File: config.mk
export PLATFORM = sky130hd
export DESIGN_NAME = alu_serial
export DESIGN_NICKNAME = d
export VERILOG_FILES = /design/src/rtl/alu_serial_pkg.sv /design/src/rtl/alu_bit_slice.sv /design/src/rtl/alu_serial.sv
export SDC_FILE = /design/constraint.sdc
export NUM_CORES = 1
export LEC_CHECK = 0
export CORE_MARGIN = 4
export CORE_UTILIZATION = 46
export CTS_BUF_LIST = sky130_fd_sc_hd__clkbuf_8 sky130_fd_sc_hd__clkbuf_16
export DETAILED_ROUTE_END_ITERATION = 10
export HOLD_SLACK_MARGIN = 0.02
export PLACE_DENSITY = 0.77
export SLEW_MARGIN = 20
export SYNTH_ARGS = -nofsm -noshare
export SYNTH_HDL_FRONTEND = slang
export SYNTH_SLANG_ARGS = --single-unit
export TNS_END_PERCENT = 50
File: constraint.sdc
create_clock -name clock -period 2.25 [get_ports clock]
set_clock_uncertainty 0.15 [all_clocks]
set_input_delay 0.45 -clock clock [delete_from_list [all_inputs] [get_ports clock]]
set_output_delay 0.45 -clock clock [all_outputs]
set_load 0.05 [all_outputs]
File: src/rtl/alu_serial_pkg.sv
// alu_serial_pkg: opcodes, FSM encoding and chunk-counter sizing for alu_serial
package alu_serial_pkg;
    localparam logic [2:0] ALU_ADD = 3'd2;
    localparam logic [2:0] ALU_SUB = 3'd3;
    localparam logic [2:0] ALU_AND = 3'd4;
    localparam logic [2:0] ALU_OR  = 3'd5;
    localparam logic [2:0] ALU_NOR = 3'd6;
    localparam logic [2:0] ALU_XOR = 3'd7;

    typedef enum logic [1:0] {IDLE = 2'd0, BUSY = 2'd1, DONE = 2'd2} state_t;

    function automatic int cnt_width(input int chunks);
        return chunks > 1 ? $clog2(chunks) : 1;
    endfunction
endpackage

File: src/rtl/alu_bit_slice.sv
// alu_bit_slice: combinational one-bit ALU slice with ripple carry for ADD/SUB
module alu_bit_slice
    import alu_serial_pkg::*;
(
    input  logic       a,
    input  logic       b,
    input  logic       cin,
    input  logic [2:0] control,
    output logic       out,
    output logic       cout
);
    logic arith;
    assign arith = control == ALU_ADD || control == ALU_SUB;
    assign out   = arith ? a ^ b ^ cin :
                   control == ALU_AND ? a & b :
                   control == ALU_OR  ? a | b :
                   control == ALU_NOR ? ~(a | b) :
                   control == ALU_XOR ? a ^ b : 1'b0;
    assign cout  = arith & ((a & b) | (cin & (a ^ b)));
endmodule

File: src/rtl/alu_serial.sv
// alu_serial: multi-cycle ALU iterating BPC-bit chunks LSB first with valid/ready handshakes
module alu_serial
    import alu_serial_pkg::*;
#(
    parameter int WIDTH = 32,
    parameter int BPC   = 1
) (
    input  logic             clock,
    input  logic             reset,
    input  logic             in_valid,
    output logic             in_ready,
    input  logic [WIDTH-1:0] A,
    input  logic [WIDTH-1:0] B,
    input  logic [2:0]       control,
    output logic             out_valid,
    input  logic             out_ready,
    output logic [WIDTH-1:0] out,
    output logic             cout,
    output logic             overflow,
    output logic             zero,
    output logic             negative
);
    localparam int N  = WIDTH / BPC;
    localparam int CW = cnt_width(N);

    state_t           state, state_nx;
    logic [WIDTH-1:0] a_q, b_q, res_nx;
    logic [2:0]       op_q;
    logic [CW-1:0]    cnt;
    logic             carry, last, arith;
    logic [BPC:0]     c;
    logic [BPC-1:0]   s, bsl;

    assign in_ready  = state == IDLE;
    assign out_valid = state == DONE;
    assign last      = cnt == CW'(N - 1);
    assign arith     = op_q == ALU_ADD || op_q == ALU_SUB;
    assign bsl       = op_q == ALU_SUB ? ~b_q[BPC-1:0] : b_q[BPC-1:0];
    assign c[0]      = carry;
    assign res_nx    = WIDTH'({s, out} >> BPC);

    for (genvar i = 0; i < BPC; i++) begin : g_slice
        alu_bit_slice u_slice (
            .a      (a_q[i]),
            .b      (bsl[i]),
            .cin    (c[i]),
            .control(op_q),
            .out    (s[i]),
            .cout   (c[i+1])
        );
    end

    always_comb begin
        state_nx = state == IDLE ? (in_valid ? BUSY : IDLE) :
                   state == BUSY ? (last ? DONE : BUSY) :
                   (out_ready ? IDLE : DONE);
    end

    // the result shifts in from the MSB side, so it is aligned once all N chunks are in
    always_ff @(posedge clock or negedge reset) begin
        if (!reset) begin
            state    <= IDLE;
            a_q      <= '0;
            b_q      <= '0;
            op_q     <= '0;
            cnt      <= '0;
            carry    <= 1'b0;
            out      <= '0;
            cout     <= 1'b0;
            overflow <= 1'b0;
            zero     <= 1'b0;
            negative <= 1'b0;
        end else begin
            state <= state_nx;
            if (state == IDLE && in_valid) begin
                a_q   <= A;
                b_q   <= B;
                op_q  <= control;
                cnt   <= '0;
                carry <= control == ALU_SUB;
            end
            if (state == BUSY) begin
                a_q   <= a_q >> BPC;
                b_q   <= b_q >> BPC;
                out   <= res_nx;
                carry <= c[BPC];
                cnt   <= CW'(cnt + 1'b1);
                if (last) begin
                    cout     <= arith & c[BPC];
                    overflow <= arith & (c[BPC] ^ c[BPC-1]);
                    zero     <= res_nx == '0;
                    negative <= res_nx[WIDTH-1];
                end
            end
        end
    end
endmodule

==> results.md <==
- Io pins: 109
- Warnings, synthesis: 0
- Final period utilization: 97.9%
- Area share of the largest cell type after synthesis: 56.9%
- Htree depth: 3
- Initial antenna violation count: 0
- Largest area contributor in the netlist: dfrtp_1
- Cells after synthesis: 573
- CP max FO: 4
- DPL Wire Length: 7560 um
- Critical path endpoint category: output pin
- Outcome: finished clean
- Max-slew violation count: 0
- Final Hold Viols: 0
- Syn Nets: 649
- Die area: 0.0123 mm^2
- Top post-synthesis cells by area: dfrtp_1 (57%), nand2_1 (19%), a31oi_1 (7.9%)
- Final setup vio count: 0
- Post-Route WL: 10900 um
- Clk Latency, worst-skew pair: 360 ps
- Num CTS Buffers: 9
- Core box area: 0.0103 mm^2
- Port Buffers: 108
- Highest metal used: met4
- Die height: 111 um
- Worst Tran Pin Value: 543 ps
- DRC: 0
- Power per Cell Area: 1360 mW/mm^2
- Clock period minus worst slack: 2200 ps
- Pre-antenna DRT Iters: 4
- Routed Antenna Nets: 0
- Register area share after synthesis: 56.9%
- Commonest non-fill, non-tap cells in the layout: nand2_1 (245), dfrtp_1 (111), clkdlybuf4s50_1 (90), nor2_1 (66), a31oi_1 (62)
- Max_slew headroom: 63.7%
- Buffers and inverters on the worst path: 1
- Longest Clk Path Bufs: 2
- Crit path max-delay family: buffers and inverters
- First-pass GRT wire length: 18400 um
- Share of flip-flops with an asynchronous set or reset: 100%
- Sink Count: 111
- Total GRT Usage: 17.8%
- Final hold slack: 346 ps
- Initial DRC count: 295
- Clk slew on worst S/H paths: 100 ps
- Worst IR drop on VDD: 0.690 mV
- Nets@finish: 745
- CP arrival: 1600 ps
- Row count: 37
- Routed via count: 4205
- Via count of the first global-routing pass: 3988
- Grt ovf: 0
- Most common cell after layout, fill and taps aside: nand2_1
- Largest net degree at the start of global routing: 75
- Cell Count, Final, Fillers Out: 808
- WP data required: 1650 ps
- Wire length on met1: 4970 um
- P_leak: 3.12 nW
- Max-cap violations: 0
- Cell area after synthesis: 0.00488 mm^2
- Fmax: 0.454 GHz
- P&R area growth vs syn: 30.4%
- CP max stage cell: clkdlybuf4s50_1
- Syn_area_per_cell: 8.52 um^2
- Routed vias/inst: 5.20
- Crit start category: register
- Post-synth top flop: dfrtp_1
- Power, Total: 0.00869 W
- Final antenna diode count: 0
- Crit path cell chain: clkdlybuf4s50_1
- Delay of the slowest cell on the worst path: 830 ps
- Routability cong.: 0.777
- Cell variety after synth: 28
- Initial Util: 47.3%
- Metal2 WL: 5170 um
- CTS tree: yes
- Die Wd: 111 um
- Root Buffer: clkbuf_8
- CP Class: register to output pin
- Worst slack, placed: 27.8 ps
- HP Class: register to register
- Placed Cells: 792
- Post-synth EDFFs: 0
- Setup TNS Final: 0 ps
- Yosys reg bits: 111
- Layout cell share with drive strength beyond 1: 5.36%
- Met3 WL post-DR: 649 um
- WL/cell: 13.5 um
- Worst Setup Slack, final: 46.2 ps
## final timing paths
| check | startpoint | end | slack [ps] | cells after the start |
|---|---|---|---|---|
| worst max-delay path | out[15] | out[15] | 50 | 1 |
| worst min-delay path | cnt[2] | cnt[2] | 350 | 1 |
| worst max register to register | op_q[2] | zero | 130 | 8 |
| worst min register to register | cnt[2] | cnt[2] | 350 | 1 |
| max in group asynchronous | reset | out[16] | 950 | 3 |
| min in group asynchronous | reset | out[0] | 380 | 2 |
## cell type report
type,count,area [um^2]
fillers,879,3960
multi-input cells,422,1940
flip-flops and latches,111,2780
inverters,3,11.3
repair buffers,122,1280
clock buffers,10,138
clock inverters,4,48.8
well taps,136,170
## synth_stat cells (2+ instances only)
library cell,instances
a21oi_1,2
a22o_1,2
a31oi_1,62
buf_2,22
buf_4,6
clkbuf_1,9
dfrtp_1,111
ha_1,4
inv_1,3
nand2_1,246
nand4_1,2
nor2_1,66
nor2b_1,3
nor3_1,2
nor4_1,7
o21ai_1,13
xnor2_1,2
## routing by layer
metal | GRT usage (%) | vias to the layer above
met3 | 4.20 | 10
met1 | 24.5 | 2010
met5 | 0 | -
met2 | 28.5 | 124
li1 | - | 2061
met4 | 4.27 | 0
## where the power goes
part           leakage, nW  total (W)  switching [W]  internal (W)
clock               0.0917    0.00117       0.000636      0.000530
combinational         1.70    0.00408        0.00255       0.00153
sequential            1.32    0.00344       0.000600       0.00284
total                 3.12    0.00869        0.00378       0.00490
## state kept, by name, indices dropped and copies added (netlist names), 2 cells and up
register,cells
op_q,3
out,32
state,2
a_q,32
b_q,32
cnt,5
## repair_timing
| action | 4_1_cts | 5_1_grt |
|---|---|---|
| setup buffers | 0 | 1 |
| hold buffers | 1 | 0 |
| endpoints found under the setup margin | 0 | 18 |
| gates resized for setup | 0 | 18 |
| hold endpoints to repair | 23 | 0 |
## cell families (layout without fill, tap and decap cells)
kind of cell | count (synthesis) | count (layout) | share of synthesized area, %
flip-flops | 111 | 111 | 56.9
AND/OR/NAND/NOR | 331 | 331 | 26.5
adder cells (fa/ha/maj) | 5 | 5 | 1.44
buffers and inverters | 40 | 139 | 4.10
XOR/XNOR | 3 | 3 | 0.539
AO/OA/AOI/OAI | 83 | 83 | 10.5
## through the flow
| stage | cell area, um^2 | utilization, % |
|---|---|---|
| 2_1_floorplan | 4880 | - |
| 3_3_place_gp | 6110 | 59.1 |
| 3_5_place_dp | 6110 | 59.1 |
| 4_1_cts | 6300 | 61.0 |
| 5_1_grt | 6360 | 61.7 |
| 6_report | 6360 | 61.7 |
(Power assumes the default switching activity.)
